--- src/rtl/chnlnk_evt_sched.sv ---
// ============================================================================
// Module   : chnlnk_evt_sched
// Purpose  : L1A event queue and round-robin frame scheduler for the framer.
// Revision : 1.0
// ============================================================================
`timescale 1ns/1ps
`default_nettype none

module chnlnk_evt_sched #(
  parameter int NSRC   = 4,
  parameter int QDEPTH = 8
) (
  input  logic                      CLK,
  input  logic                      RST,
  input  logic                      i_l1a_push,
  input  logic [3:0]                i_l1a_nblk,
  input  logic [NSRC-1:0]           i_src_mt,
  input  logic                      i_frm_rd,
  input  logic                      i_frm_blk_done,
  input  logic                      i_frm_evt_done,
  output logic                      o_l1a_buf_mt,
  output logic                      o_f_mt,
  output logic                      o_end_evt,
  output logic [NSRC-1:0]           o_src_rd,
  output logic [$clog2(NSRC)-1:0]   o_grant,
  output logic [15:0]               o_evt_cnt,
  output logic                      o_ovfl,
  output logic                      o_seq_err
);

  localparam int GW    = $clog2(NSRC);
  localparam int PTR_W = $clog2(QDEPTH);
  localparam int CNT_W = PTR_W + 1;

  localparam logic [1:0] S_IDLE     = 2'd0;
  localparam logic [1:0] S_LOAD     = 2'd1;
  localparam logic [1:0] S_ACTIVE   = 2'd2;
  localparam logic [1:0] S_WAIT_END = 2'd3;

  logic [1:0]       r_state;
  logic [1:0]       w_state_nxt;
  logic [3:0]       r_mem [QDEPTH];
  logic [PTR_W-1:0] r_wptr;
  logic [PTR_W-1:0] r_rptr;
  logic [CNT_W-1:0] r_cnt;
  logic [CNT_W-1:0] w_cnt_nxt;
  logic [3:0]       r_rem;
  logic [3:0]       w_rem_nxt;
  logic [3:0]       w_head;
  logic [GW-1:0]    r_grant;
  logic [GW-1:0]    w_grant_nxt;
  logic             w_full;
  logic             w_pop;
  logic             w_push_ok;
  logic             w_blk_ok;
  logic             r_buf_mt;
  logic             r_f_mt;
  logic             r_end_evt;
  logic [15:0]      r_evt_cnt;
  logic             r_ovfl;
  logic             r_seq_err;
  logic             w_f_mt_nxt;
  logic             w_end_evt_nxt;
  logic [NSRC-1:0]  w_src_rd;

  // A pop frees a slot in the same cycle, so a push at full is still accepted.
  assign w_full    = (r_cnt == CNT_W'(QDEPTH));
  assign w_pop     = (r_state == S_WAIT_END) && i_frm_evt_done;
  assign w_push_ok = i_l1a_push && (!w_full || w_pop);
  assign w_blk_ok  = (r_state == S_ACTIVE) && i_frm_blk_done;
  assign w_head    = r_mem[r_rptr];

  always_comb begin
    w_cnt_nxt = r_cnt;
    case ({w_push_ok, w_pop})
      2'b10:   w_cnt_nxt = r_cnt + CNT_W'(1);
      2'b01:   w_cnt_nxt = r_cnt - CNT_W'(1);
      default: w_cnt_nxt = r_cnt;
    endcase
  end

  always_ff @(posedge CLK) begin
    if (w_push_ok) begin
      r_mem[r_wptr] <= i_l1a_nblk;
    end
  end

  always_ff @(posedge CLK or posedge RST) begin
    if (RST) begin
      r_wptr <= '0;
      r_rptr <= '0;
      r_cnt  <= '0;
    end else begin
      if (w_push_ok) r_wptr <= r_wptr + PTR_W'(1);
      if (w_pop)     r_rptr <= r_rptr + PTR_W'(1);
      r_cnt <= w_cnt_nxt;
    end
  end

  always_ff @(posedge CLK or posedge RST) begin
    if (RST) begin
      r_state <= S_IDLE;
    end else begin
      r_state <= w_state_nxt;
    end
  end

  always_comb begin
    w_state_nxt = r_state;
    case (r_state)
      S_IDLE:     if (r_cnt != '0) w_state_nxt = S_LOAD;
      S_LOAD:     w_state_nxt = S_ACTIVE;
      S_ACTIVE:   if (w_blk_ok && (r_rem == 4'd1)) w_state_nxt = S_WAIT_END;
      S_WAIT_END: if (i_frm_evt_done) w_state_nxt = S_IDLE;
      default:    w_state_nxt = S_IDLE;
    endcase
  end

  always_comb begin
    w_rem_nxt   = r_rem;
    w_grant_nxt = r_grant;
    if (r_state == S_LOAD) begin
      w_rem_nxt = (w_head == 4'd0) ? 4'd1 : w_head;
    end else if (w_blk_ok && (r_rem != 4'd1)) begin
      w_rem_nxt = r_rem - 4'd1;
    end
    // NSRC is a power of two, so the pointer wraps naturally.
    if (w_blk_ok) begin
      w_grant_nxt = r_grant + GW'(1);
    end
  end

  // Output decode: framer flags are computed from the next state so their
  // registered copies line up with the state they describe.
  always_comb begin
    w_f_mt_nxt    = 1'b1;
    w_end_evt_nxt = 1'b0;
    w_src_rd      = '0;
    if (w_state_nxt == S_ACTIVE) begin
      w_f_mt_nxt    = i_src_mt[w_grant_nxt];
      w_end_evt_nxt = (w_rem_nxt == 4'd1);
    end
    if ((r_state == S_ACTIVE) && i_frm_rd) begin
      w_src_rd[r_grant] = 1'b1;
    end
  end

  always_ff @(posedge CLK or posedge RST) begin
    if (RST) begin
      r_rem     <= 4'd0;
      r_grant   <= '0;
      r_buf_mt  <= 1'b1;
      r_f_mt    <= 1'b1;
      r_end_evt <= 1'b0;
      r_evt_cnt <= 16'd0;
      r_ovfl    <= 1'b0;
      r_seq_err <= 1'b0;
    end else begin
      r_rem     <= w_rem_nxt;
      r_grant   <= w_grant_nxt;
      r_buf_mt  <= (w_cnt_nxt == '0);
      r_f_mt    <= w_f_mt_nxt;
      r_end_evt <= w_end_evt_nxt;
      if (w_pop) begin
        r_evt_cnt <= r_evt_cnt + 16'd1;
      end
      if (i_l1a_push && w_full && !w_pop) begin
        r_ovfl <= 1'b1;
      end
      if ((i_frm_blk_done && (r_state != S_ACTIVE)) ||
          (i_frm_evt_done && (r_state != S_WAIT_END))) begin
        r_seq_err <= 1'b1;
      end
    end
  end

  assign o_l1a_buf_mt = r_buf_mt;
  assign o_f_mt       = r_f_mt;
  assign o_end_evt    = r_end_evt;
  assign o_src_rd     = w_src_rd;
  assign o_grant      = r_grant;
  assign o_evt_cnt    = r_evt_cnt;
  assign o_ovfl       = r_ovfl;
  assign o_seq_err    = r_seq_err;

endmodule

`default_nettype wire

--- config.mk ---
export PLATFORM = sky130hd
export DESIGN_NAME = chnlnk_evt_sched
export DESIGN_NICKNAME = d
export VERILOG_FILES = /design/src/rtl/chnlnk_evt_sched.sv
export SDC_FILE = /design/constraint.sdc
export NUM_CORES = 1
export LEC_CHECK = 0
export CORE_MARGIN = 8
export CORE_UTILIZATION = 45
export DETAILED_ROUTE_END_ITERATION = 6
export PLACE_DENSITY = 0.78
export SLEW_MARGIN = 25
export SYNTH_ARGS = -nofsm -noshare
export SYNTH_HDL_FRONTEND = slang
export SYNTH_SLANG_ARGS = --single-unit
--- constraint.sdc ---
create_clock -name CLK -period 5.2 [get_ports CLK]
set_clock_uncertainty 0.15 [all_clocks]
set_input_delay 0.78 -clock CLK [delete_from_list [all_inputs] [get_ports CLK]]
set_output_delay 0.78 -clock CLK [all_outputs]
set_load 0.02 [all_outputs]
# Yosys cells after proc, flatten, opt, wreduce, memory -nomap -nowiden
# Memory sizes are Yosys's and may differ from the RTL's.
# Cells that the tools add are included.
totals:
  inputBits: 14
  out_inout_bits: 27
  wordCells: 72
  mem_bits_ro: 0
  n_memories: 1
  latchBits: 0
  ff_bits: 39
  ram_bits: 32
classes:
  n_mul: 0
  mux: 18
  div: 0
  reduce_logical: 19
  n_lt_le_gt_ge: 3
  n_bitwise: 0
  shifts: 0
  eq_ne: 12
  add_sub_neg: 7
mem_list:
  columns: ["name", "depth", "width", "read_ports", "rd_ports_with_merged_regs", "write_ports", "line", "source"]
  rows:
  - ["r_mem", 8, 4, 1, 0, 1, "42", "logic [3:0] r_mem [QDEPTH];"]
op_table:
  columns: ["cell", "n"]
  rows:
  - ["adder 16 x 1 -> 16 bit, second input constant", 1]
  - ["two-way mux 4 bit", 4]
  - ["logical AND 1 bit", 11]
  - ["equality test 2 bit, second input constant", 4]
  - ["equality test 4 x 1 -> 1 bit, second input constant", 2]
  - ["logical NOT 4 bit", 2]
  - ["two-way mux 2 bit", 4]
  - ["case mux 2 bit (4 select lines)", 1]
  - ["case mux 4 bit (2 select lines)", 1]
  - ["subtractor 4 x 1 -> 4 bit, second input constant", 2]
  - ["adder 3 x 1 -> 3 bit, second input constant", 2]
  - ["< comparator 2 x 3 -> 1 bit, second input constant", 2]
  - ["two-way mux 1 bit", 6]
  - ["adder 4 x 1 -> 4 bit, second input constant", 1]
  - ["equality test 2 x 1 -> 1 bit, second input constant", 2]
  - ["equality test 4 bit, second input constant", 1]
  - ["inequality test 2 bit, second input constant", 2]
  - ["inequality test 4 x 1 -> 1 bit, second input constant", 1]
  - ["nonzero test 4 bit", 1]
  - ["adder 2 x 1 -> 2 bit, second input constant", 1]
  - ["binary-select mux 1 bit (select 2 bit)", 1]
  - ["demux 1 bit (select 2 bit)", 1]
  - ["greater-or-equal comparator 2 x 1 -> 1 bit, second input constant", 1]
  - ["logical NOT 1 bit", 2]
  - ["other kinds (2)", 3]

# Depth between registers and ports, before layout
# Gate-level depths: netlist of the first run.
logic_depth:
  ltp_word: 7
  depth_mapped: 10
  depth_no_buf: 8

# Worst setup path before layout of the first run
# OpenSTA, ideal clock, no wires.
synth_timing:
  path_kind: "in2reg"
  start: "in i_frm_evt_done"
  end: "reg r_buf_mt (netlist: o_l1a_buf_mt)"
  setup_ps: 90
  path_buffers: 1
  cell_stages: 9
  t_arrival_ps: 2198
  required_ps: 4960
  path_slack_ps: 2762
  cell_sequence: "nand3_1 buf_2 nor2_1 xor2_1 ha_1 nor4_1 a41oi_2 xnor2_1 nor4_2"
synth_between:
  elab_chain_len: 6
synth_rtl:
  columns: ["item", "line", "source"]
  rows:
  - ["from (decl)", "20", "input logic i_frm_evt_done,"]
  - ["logical AND 1 bit *", "68", "assign w_pop = (r_state == S_WAIT_END) && i_frm_evt_done;"]
  - ["logical OR 1 bit", "69", "assign w_push_ok = i_l1a_push && (!w_full || w_pop);"]
  - ["logical AND 1 bit", "69", null]
  - ["equality test 2 x 1 -> 1 bit or equality test 2 bit (tied branches)", "75", "case ({w_push_ok, w_pop})"]
  - ["case mux 4 bit (2 select lines) *", "75", null]
  - ["via w_cnt_nxt[2]", "46", "logic [CNT_W-1:0] w_cnt_nxt;"]
  - ["logical NOT 4 bit *", "161", "r_buf_mt <= (w_cnt_nxt == '0);"]
  - ["to (signal assigned)", "161", null]
  - ["to (decl)", "56", "logic r_buf_mt;"]
# The timed path passes the listed nets; every way through them passes the cells marked *.
# A chain may end at the register's enable or synchronous reset.

# Worst setup path in the final report of the first run
layout_timing:
  start: "in i_frm_rd"
  end: "out o_src_rd[1]"
layout_between:
  elab_chain_len: 2
layout_rtl:
  columns: ["item", "line", "source"]
  rows:
  - ["from (decl)", "18", "input logic i_frm_rd,"]
  - ["logical AND 1 bit", "143", "if ((r_state == S_ACTIVE) && i_frm_rd) begin"]
  - ["two-way mux 4 bit", "143", null]
  - ["to (decl)", "24", "output logic [NSRC-1:0] o_src_rd,"]
# Every way passes these cells.

==> results of run 1 <==
state kept, by name, summed over array words and instances (netlist names):
name and cells:
r_mem 32, o_evt_cnt 16, r_cnt 4, r_rem 4, r_rptr 3, r_wptr 3
o_grant 2, r_state 2, o_end_evt 1, o_f_mt 1, o_l1a_buf_mt 1, o_ovfl 1
o_seq_err 1
critical path, delay by kind of cell:
family / cells / cell delay (ns)
buf+inv: 2 / 1.11
simple gates: 1 / 0.16
worst max path at each step:
stage	slack (ns)	end	depth (start not counted)	startpoint
after global placement	1.95	o_l1a_buf_mt	9	i_frm_evt_done
after global routing	1.99	o_l1a_buf_mt	9	i_frm_evt_done
after floorplan	2.76	o_l1a_buf_mt	9	i_frm_evt_done
after detailed placement	1.88	o_l1a_buf_mt	9	i_frm_evt_done
final	2.22	o_src_rd[1]	3	i_frm_rd
after CTS	2.21	o_src_rd[1]	3	i_frm_rd
area by class of cell:
cell class | instances | area (um^2)
Fill cell | 598 | 3230
Clock inverter | 7 | 40.0
Clock buffer | 9 | 124
Sequential cell | 71 | 1940
Tap cell | 99 | 124
Multi-Input combinational cell | 160 | 1210
Inverter | 6 | 22.5
Timing Repair Buffer | 41 | 408
synth_stat cells, drive strengths merged, types with 3 or more instances:
master / count
buf: 7
o21ai: 5
nor2: 18
nand2b: 4
dfrtp: 37
nand4: 4
ha: 10
and3: 8
nand3: 6
nor3: 3
mux2: 3
nand2: 30
or3: 3
mux2i: 9
inv: 6
edfxtp: 32
nor4: 4
mux4: 8
xor2: 8
nor2b: 3
xnor2: 16
layer usage:
layer,vias up,routed length [um],share of wire (%)
met1,982,2610,44
li1,967,-,-
met2,31,3070,51
met4,0,118,2.0
met5,-,0,0
met3,9,163,2.7
report_power, final:
part | total [mW] | internal, mW | switching, mW
registers | 0.881 | 0.730 | 0.150
clock network | 0.369 | 0.168 | 0.201
logic | 0.658 | 0.331 | 0.327
stage by stage:
stage	hold slack (ns)	setup slack, ns
after floorplan	0.329	2.76
after global placement	0.308	1.95
after detailed placement	0.311	1.88
after CTS	0.321	2.21
after global routing	0.349	1.99
final	0.315	2.22
cell families (layout without fill, tap and decap cells):
group	after synthesis	in the layout	synth area share, %
simple gates	91	91	14.5
flops	71	71	60.2
xor+xnor	24	24	6.53
mux	20	20	9.44
compound gates	15	15	3.38
buf+inv	15	63	2.10
fa+ha+maj	10	10	3.89
==> qor.yml, run 1 <==
ys_ff_latch: 71
rsz0062_at_grt: "no"
cp_data_required_time_ns: 4.27
synth_edf_count: 32
fp.dieW_um: 101
cpMaxStageDelayCell: "clkdlybuf4s50_1"
die_area_um2: 10100
synth_top_cell_by_area: "edfxtp_1"
power_mw: 1.91
grt.busiest_layer: "met2"
min_to: "o_evt_cnt[15]"
root_buffer: "clkbuf_8"
hp-start: "o_evt_cnt[15]"
clock_latency_ns: 0.34
slew_viol_final: 0
fin_setup_tns_ns: 0
viasPerCell: 5.06
htree_levels: 3
numCtsBuffers: 9
grt_util_all_layers_pct: 12.5
clk_pin_slew_ns: 0.07
fin_crit_sh_pct: 57.3
endpoint_kind: "primary output"
fmax_ghz: 0.335
crit_top_cell: "clkdlybuf4s50_1"
utilization_pct: 54.5
final_net_count: 313
wire_per_inst_um: 15.2
cp_max_fo: 4
max_stage_delay_ns: 0.61
first_pass_iters: 4
rows: 31
syn_inst: 246
timing.rr.start: "r_state[0]"
diodes: 0
slew_headroom_pct: 57.6
cts_tree: "done"
post_cts_buffers: 0
cts_sinks: 71
netlist_area_um2: 3220
instances_no_fill: 393
drive_above_1_share_pct: 11.2
r2r_cells: 8
yosys.area.top_type_share_pct: 29.8
critPathLaunchType: "input pin"
worstSetupPathType: "in2out"
synthTopCellsByArea: "edfxtp_1 (30%), dfrtp_1 (29%), mux4_2 (5.6%)"
layout_min_cycle_time_ns: 2.98
use_met1_pct: 14.5
antenna_found_initial: 0
overflow: 0
ant_nets: 0
routed_wl_mm: 5.96
initial_core_util_pct: 45.4
power_density_nw_per_um2: 493
cts_resized: 0
hold_viol: 0
outcome: "complete, no violations"
hold_path_class: "reg2reg"
cp_cell_sequence: "clkdlybuf4s50_1, and3_1, clkdlybuf4s50_1"
synthArstFlopShare_pct: 54.9
clockBufferDepth: 2
use_met3_pct: 2.42
final_common_cell: "clkdlybuf4s50_1"
whs_path_depth: 1
die_h_um: 101
synth_ff_type: "dfrtp_1"
dpl.cell_count: 377
ctsHoldBuffers: 0
final_cell_mix: "clkdlybuf4s50_1 (40), dfrtp_1 (37), edfxtp_1 (32)"
synth.avg_cell_area_um2: 13.1
leakagePower_nw: 1.52
gp_routability_congestion: 0.747
grt_pass1_vias: 2032
drc: 0
setup_viol: 0
io_buffers: 40
worst_pin_slew_ns: 0.631
synth_fp_nets: 270
ys_types: 43
reg2reg_to: "o_l1a_buf_mt"
yosysWarningCount: 0
yosysSeqAreaShare_pct: 60.2
core_um2: 7100
use_met2_pct: 20.7
post-dp-hpwl_mm: 4.42
drt-initial-drc-count: 118
cap_violations: 0
vias: 1989
ios: 41
syn_to_final_growth_pct: 20.2
worst_ep_arrival_time_ns: 2.05
ir_drop_mv: 0.230
grt_max_degree: 40
ff2ff_setup_slack_ns: 2.74
grt_pass1_wl_mm: 9.77
finish.instance_area_um2: 3870
placed_area_um2: 3710
Note: power is estimated with default switching activity, not from simulation.
==> inputs of run 2 (changes only) <==
- clock period: 5.2 -> 2.8 ns (I/O delays scaled with it)
==> run 2 against run 1 <==
  * Clock power increased by 130%
  * Clock-buffer cell count increased by 2
  * Die area unchanged
  * Worst setup slack got worse by 2.0 ns
  * Sequential share of layout area decreased by 1.1 points
  * Critical path depth unchanged
  * Utilization increased by 1.2 points
  * Worst hold slack improved by 0.011 ns
  * Sequential power increased by 86%
  * Global-route usage increased by 0.26 points
  * Design area increased by 2.3%
  * Critical endpoint unchanged
==> qor.yml, run 2 (synthesis gave the netlist of run 1 again) <==
clock_latency_ns: 0.34  # about the same
final_net_count: 319  # +1.9%
cts_sinks: 71  # unchanged
cap_violations: 0  # unchanged
top_register: "r_mem"
initial_core_util_pct: 45.4  # unchanged
endpoint_kind: "primary output"
layout_min_cycle_time_ns: 2.56
min_to: "o_evt_cnt[15]"
slew_viol_final: 0  # unchanged
hold_viol: 0  # unchanged
clockBufferDepth: 2  # unchanged
numCtsBuffers: 9  # unchanged
cts_tree: "done"
worst_pin_slew_ns: 0.552  # -0.0786 ns
ios: 41  # unchanged
fin_setup_tns_ns: 0  # unchanged
grt_pass1_vias: 2056  # +1.2%
finish.instance_area_um2: 3960  # +2.3%
rows: 31  # unchanged
first_pass_iters: 4  # unchanged
slew_headroom_pct: 63.1  # +5.5 points
ant_nets: 0  # unchanged
whs_path_depth: 1  # unchanged
max_stage_delay_ns: 0.60  # about the same
io_buffers: 40  # unchanged
grt_util_all_layers_pct: 12.7  # +0.26 points
leakagePower_nw: 1.58  # +4.1%
post-dp-hpwl_mm: 4.44  # +0.59%
drt-initial-drc-count: 108  # -8.5%
diodes: 0  # unchanged
fmax_ghz: 0.390
timing.rr.start: "r_rptr[1]"
reg2reg_to: "o_end_evt"
overflow: 0  # unchanged
ff2ff_setup_slack_ns: 0.57  # -2.17 ns
hold_ws_ns: 0.327  # +0.0114 ns
die_area_um2: 10100  # unchanged
cpMaxStageDelayCell: "clkdlybuf4s50_1"
clk_pin_slew_ns: 0.08  # about the same
ctsHoldBuffers: 0  # unchanged
cts_resized: 0  # unchanged
die_h_um: 101  # unchanged
critPathLaunchType: "flop"
r2r_cells: 5  # -3
htree_levels: 3  # unchanged
vias: 1993  # +0.20%
setup_viol: 0  # unchanged
ir_drop_mv: 0.461  # +100%
wire_per_inst_um: 15.1  # -0.30%
power_density_nw_per_um2: 938  # +90%
routed_wl_mm: 6.03  # +1.2%
post_cts_buffers: 0  # unchanged
final_common_cell: "clkdlybuf4s50_1"
drive_above_1_share_pct: 13.7  # +2.4 points
antenna_found_initial: 0  # unchanged
fin_crit_sh_pct: 91.5
cp_cell_sequence: "nor2b_1, and3_1, clkdlybuf4s50_1"
viasPerCell: 4.99  # -1.3%
cp_data_required_time_ns: 2.23  # -2.04 ns
drc: 0  # unchanged
hp-start: "o_evt_cnt[15]"
core_um2: 7100  # unchanged
fp.dieW_um: 101  # unchanged
final_cell_mix: "clkdlybuf4s50_1 (40), dfrtp_1 (37), edfxtp_1 (32)"
root_buffer: "clkbuf_8"
hold_path_class: "reg2reg"
outcome: "complete, no violations"
syn_to_final_growth_pct: 22.9
worstSetupPathType: "reg2out"
grt_max_degree: 40  # unchanged
rsz0062_at_grt: "no"
worst_ep_arrival_time_ns: 1.99  # -0.06 ns
largest_reg_flops: 32  # unchanged
utilization_pct: 55.8  # +1.2 points
gp_routability_congestion: 0.731  # -2.1%
cp_max_fo: 8  # +4
grt_pass1_wl_mm: 9.96  # +1.9%
placed_area_um2: 3750  # +1.2%
run 2: changes by cell type in the layout (fill, tap and decap cells not counted), sizes merged:
cell	delta
buf	+6
bufinv	+1
clkbuf	+2
clkinv	-1
clkinvlp	-3
inv	+1
run 2: layout make-up:
type	instances	area (um^2)
clock buffers	11	151
clock inverters	5	55.1
fillers	583	3140
inverters	6	22.5
multi-input cells	160	1210
flip-flops and latches	71	1940
well taps	99	124
repair buffers	47	453
run 2: report_power, final:
part	internal (mW)	switching [mW]
Combinational	0.630	0.612
Sequential	1.36	0.281
Clock	0.459	0.375
run 2: worst max-delay path by stage:
stage | to | cells after the start | startpoint | slack (ns)
finish | o_src_rd[1] | 3 | r_state[1] | 0.24
global route | o_src_rd[1] | 3 | r_state[1] | 0.12
CTS | o_src_rd[1] | 3 | r_state[1] | 0.21
detailed placement | o_l1a_buf_mt | 9 | i_frm_evt_done | 0.19
global placement | o_l1a_buf_mt | 9 | i_frm_evt_done | 0.25
floorplan | o_l1a_buf_mt | 10 | r_state[0] | 0.64
run 2: stage by stage:
step	worst slack [ns]	cells	total power, mW
floorplan	0.639	246	2.50
global placement	0.246	383	2.85
detailed placement	0.194	383	2.91
CTS	0.207	399	3.74
global route	0.116	399	3.95
finish	0.237	399	3.71
run 2: per-layer routing:
layer	routed length (um)	track usage, %
met1	2700	15.7
met2	2970	20.0
met5	0	0
met3	264	3.04
met4	99	7.33
run 2: critical path: cells and delay by family, from the launching register on:
family	cells	cell delay, ns
buffers and inverters	1	0.60
flip-flops	1	0.48
AND/OR/NAND/NOR	2	0.58
==> inputs of run 3 (changes only) <==
- CTS_CLUSTER_SIZE: default -> 8
- PLACE_DENSITY: 0.78 -> 0.76
==> run 3 against run 2 <==
  * Critical path depth stayed put
  * Sequential power barely moved
  * Register-to-register slack lost 0.03 ns
  * Design area barely moved
  * Cell count decreased by 0.25%
  * Critical endpoint is now o_src_rd[0]
  * Die area did not move
  * First-iteration DRC count grew 7.4%
  * Clock-buffer cell count decreased by 1
  * Flip-flop and latch count unchanged
  * Non-clock buffer count is 1 lower
  * Largest cell class unchanged
  * Via count fell by 0.85%
  * Global-route usage down 0.52 points
  * Largest power group unchanged
==> qor.yml, run 3 (synthesis gave the netlist of run 1 again) <==
outcome: "complete, no violations"
multiInputGateArea_um2: 1210  # unchanged
fin_crit_sh_pct: 91.2  # -0.34 points
rsz0062_at_grt: "no"
ctsHoldBuffers: 0  # unchanged
clock_latency_ns: 0.33  # about the same
ir_drop_mv: 0.417  # -9.4%
hold_viol: 0  # unchanged
top_register: "r_mem"
final_common_cell: "clkdlybuf4s50_1"
post_cts_buffers: 0  # unchanged
root_buffer: "clkbuf_8"
cp_data_required_time_ns: 2.23  # about the same
worst_ep_arrival_time_ns: 1.98  # about the same
grt_pass1_vias: 2007  # -2.4%
worst_pin_slew_ns: 0.528  # -0.0239 ns
htree_levels: 3  # unchanged
p_switching_mw: 1.24  # -1.9%
antenna_found_initial: 0  # unchanged
first_pass_iters: 4  # unchanged
gp_routability_congestion: 0.742  # +1.4%
die_area_um2: 10100  # unchanged
cap_violations: 0  # unchanged
seqCellArea_um2: 1940  # unchanged
die_h_um: 101  # unchanged
grt_util_all_layers_pct: 12.2  # -0.52 points
clockBufferDepth: 2  # unchanged
p_seq_share_pct: 43.7  # -0.4 points
grt_pass1_wl_mm: 9.67  # -2.9%
power_density_nw_per_um2: 943  # +0.49%
cp_cell_sequence: "nor2b_1, and3_1, clkdlybuf4s50_1"
leakagePower_nw: 1.57  # -0.62%
cp_top_family: "buffers and inverters"
cts_sinks: 71  # unchanged
numCtsBuffers: 9  # unchanged
core_um2: 7100  # unchanged
cp_max_fo: 8  # unchanged
fp.dieW_um: 101  # unchanged
overflow: 0  # unchanged
io_buffers: 40  # unchanged
cpMaxStageDelayCell: "clkdlybuf4s50_1"
placed_area_um2: 3740  # -0.20%
ant_nets: 0  # unchanged
fillers: 574  # -1.5%
fin_setup_tns_ns: 0  # unchanged
ios: 41  # unchanged
final_net_count: 318  # -0.31%
setup_viol: 0  # unchanged
endpoint_kind: "primary output"
initial_core_util_pct: 45.4  # unchanged
drc: 0  # unchanged
drt-initial-drc-count: 116  # +7.4%
post-dp-hpwl_mm: 4.20  # -5.4%
cp.buffers_inverters: 1  # unchanged
slew_headroom_pct: 64.7  # +1.6 points
critPathLaunchType: "flop"
p_int_mw: 2.49  # +1.7%
switching_share_pct: 33.4  # -0.80 points
clk_pin_slew_ns: 0.07  # about the same
power_frac_comb_pct: 33.1  # -0.4 points
largest_reg_flops: 32  # unchanged
layout_min_cycle_time_ns: 2.55  # -0.00956 ns
rows: 31  # unchanged
slew_viol_final: 0  # unchanged
diodes: 0  # unchanged
cts_resized: 0  # unchanged
viasPerCell: 4.96  # -0.60%
hold_path_class: "reg2reg"
cts_tree: "done"
fmax_ghz: 0.392  # +0.37%
clkPwrFrac_pct: 23.2  # +0.7 points
syn_to_final_growth_pct: 22.9  # about the same
max_stage_delay_ns: 0.61  # about the same
wire_per_inst_um: 14.5  # -4.0%
routed_wl_mm: 5.78  # -4.2%
vias: 1976  # -0.85%
grt_max_degree: 40  # unchanged
final_cell_mix: "clkdlybuf4s50_1 (40), dfrtp_1 (37), edfxtp_1 (32)"
finish.instance_area_um2: 3960  # about the same
drive_above_1_share_pct: 12.7  # -0.96 points
worstSetupPathType: "reg2out"
-- run 3: layer usage --
metal	part of all wire (%)	global-route usage [%]	up-vias
li1	-	-	968
met4	1.0	4.53	0
met3	5.4	3.38	4
met1	44	15.1	951
met2	49	19.8	53
met5	0	0	-
-- run 3: cell type report --
class	count	share of cell area, %
clock buffers	10	3.22
clock inverters	6	2.15
inverters	6	0.569
multi-input cells	160	30.7
flip-flops and latches	71	49.0
well taps	99	3.13
repair buffers	46	11.3
-- run 3: stage by stage --
step           worst slack (ns)  instances  util (%)  hold WS [ns]  power [mW]
2_1_floorplan             0.639        246         -         0.329        2.50
3_3_place_gp              0.248        382      52.8         0.308        2.85
3_5_place_dp              0.200        382      52.8         0.316        2.89
4_1_cts                   0.226        398      55.8         0.327        3.76
5_1_grt                   0.124        398      55.8         0.339        3.98
6_report                  0.247        398      55.8         0.323        3.73
-- run 3: power by group through the flow --
stage	clock, mW	combinational [mW]	sequential (mW)
2_1_floorplan	0	0.906	1.60
3_3_place_gp	0	1.21	1.64
3_5_place_dp	0	1.24	1.65
4_1_cts	0.878	1.25	1.63
5_1_grt	0.934	1.37	1.67
6_report	0.866	1.23	1.63
-- run 3: path summary, 6_finish.rpt --
kind | startpoint | end | slack (ns) | cells past startpoint
max | r_state[1] | o_src_rd[0] | 0.25 | 3
min | o_evt_cnt[15] | o_evt_cnt[15] | 0.32 | 1
max reg2reg | r_rptr[1] | o_end_evt | 0.54 | 5
min reg2reg | o_evt_cnt[15] | o_evt_cnt[15] | 0.32 | 1
max in group asynchronous | RST | o_l1a_buf_mt | 1.78 | 3
min in group asynchronous | RST | o_evt_cnt[11] | 0.35 | 3
==> edit, RTL diff (config.mk and constraints of run 2) <==
The parameter `QDEPTH` goes from 8 to 4.
--- a/src/rtl/chnlnk_evt_sched.sv
+++ b/src/rtl/chnlnk_evt_sched.sv
@@ -9,5 +9,5 @@
 module chnlnk_evt_sched #(
   parameter int NSRC   = 4,
-  parameter int QDEPTH = 8
+  parameter int QDEPTH = 4
 ) (
   input  logic                      CLK,
Behaviour: not the same (Yosys sat finds a counterexample within 10 cycles, from zero or initial values and one cycle with RST high).
==> edit against run 2 <==
  * Clock power shrank 49%
  * Worst setup slack worse by 0.0030 ns
  * Synthesized area down 21%
  * Sequential cell count fell by 19
  * Final area fell by 20%
  * Power is 26% lower
  * Via count shrank 13%
  * Routed wire length is 22% lower
  * Core utilization rose by 1.4 points
==> edit: results (changes against run 2) <==
status: "completed"
htreeDepth: 2  # -1
routedWlPerCell_um: 13.8  # -8.6%
r2r_cells: 8  # +3
yosysUniqueCellTypes: 43  # unchanged
timing.setup.tns_ns: 0  # unchanged
dp_hpwl_um: 3500  # -21%
placed_area_sq_um: 3060  # -18%
synth_flop_cell: "dfrtp_1"
tightest_slew_ns: 0.460  # -0.0920 ns
ir_drop_v: 0.000339  # -26%
synth.area.top_cells: "dfrtp_1, edfxtp_1, xnor2_1, ha_1, nand2_1"
async_reset_ff_share_pct: 69.2  # +14 points
synth_edf_count: 16  # -50%
grt_max_degree: 37  # -7.5%
syn_nets: 245  # -9.3%
vias_per_cell: 5.09  # +1.9%
grt_pass1_wl_um: 7990  # -20%
hold_path.class: "flip-flop to flip-flop"
clk_latency_ns: 0.30  # -0.04 ns
crit_fanout: 12  # +4
synth_commonest_cells: "dfrtp_1, nand2_1, xnor2_1"
ys_seq_area_share_pct: 54.1  # -6.1 points
first_pass_iters: 4  # unchanged
clkTransAtPathRegs_ns: 0.09
initialDrtViolationCount: 55  # -49%
antenna_cells: 0  # unchanged
cts_setup_buffers: 0  # unchanged
gp_congestion: 0.837  # +15%
cts_inserted_buffers: 5  # -4
arrival_ns: 2.00
drive_above_1_share_pct: 9.70  # -4.0 points
finalNetCount: 293  # -8.2%
first_global_vias: 1640  # -20%
grtUsageTotal_pct: 11.6  # -1.1 points
ys_warn_count: 0  # unchanged
fillerInstances: 464  # -20%
cellLeakagePower_uw: 0.00130  # -18%
## edit: through the flow
| stage | power (uW) | util, % | cells | setup slack, ns |
|---|---|---|---|---|
| 2_1_floorplan | 2000 | - | 219 | 0.472 |
| 3_3_place_gp | 2320 | 55.6 | 332 | 0.151 |
| 6_report | 2750 | 57.2 | 340 | 0.234 |
| 5_1_grt | 2950 | 57.2 | 340 | 0.0789 |
| 3_5_place_dp | 2350 | 55.6 | 332 | 0.0395 |
| 4_1_cts | 2780 | 57.2 | 340 | 0.217 |
## edit: path summary, 6_finish.rpt
path | from | endpoint | slack, ns
setup / recovery | r_state[1] | o_src_rd[3] | 0.23
hold / removal | o_evt_cnt[15] | o_evt_cnt[15] | 0.32
setup reg to reg | r_state[1] | o_l1a_buf_mt | 0.44
hold reg to reg | o_evt_cnt[15] | o_evt_cnt[15] | 0.32
max in group asynchronous | RST | o_l1a_buf_mt | 1.79
min in group asynchronous | RST | o_evt_cnt[13] | 0.36
## edit: report_power, final
group	total, uW	switching [uW]	internal [uW]
combinational	1110	560	550
clock	425	245	180
sequential	1210	212	1000
total	2750	1020	1730
## edit: cell families (layout without fill, tap and decap cells)
group           after synthesis  after routing  synth area share (%)
simple gates                 81             81                  17.1
flops                        52             52                  54.1
compound gates               27             27                  7.10
xor+xnor                     20             20                  6.85
buf+inv                      17             66                  3.18
fa+ha+maj                    12             12                  6.17
mux                          10             10                  5.43
## edit: critical path, stage by stage (launching register included)
cell and delay (ns):
dfrtp_1 0.57, nor2b_1 0.33, and3_1 0.20, clkdlybuf4s50_1 0.60
## edit: cell type report
cell class              count  share of cell area, %
flip-flops and latches     52                   44.0
multi-input cells         150                   34.7
repair buffers             47                   14.4
well taps                  72                   2.86
clock buffers               6                   2.31
inverters                  11                   1.31
clock inverters             2                  0.517
## edit: layer usage
metal	up-vias	GRT usage, %	share of wire (%)
met5	-	0	0
met4	0	4.50	0.85
met3	2	3.05	5.3
met2	37	19.0	49
met1	826	14.2	45
li1	865	-	-
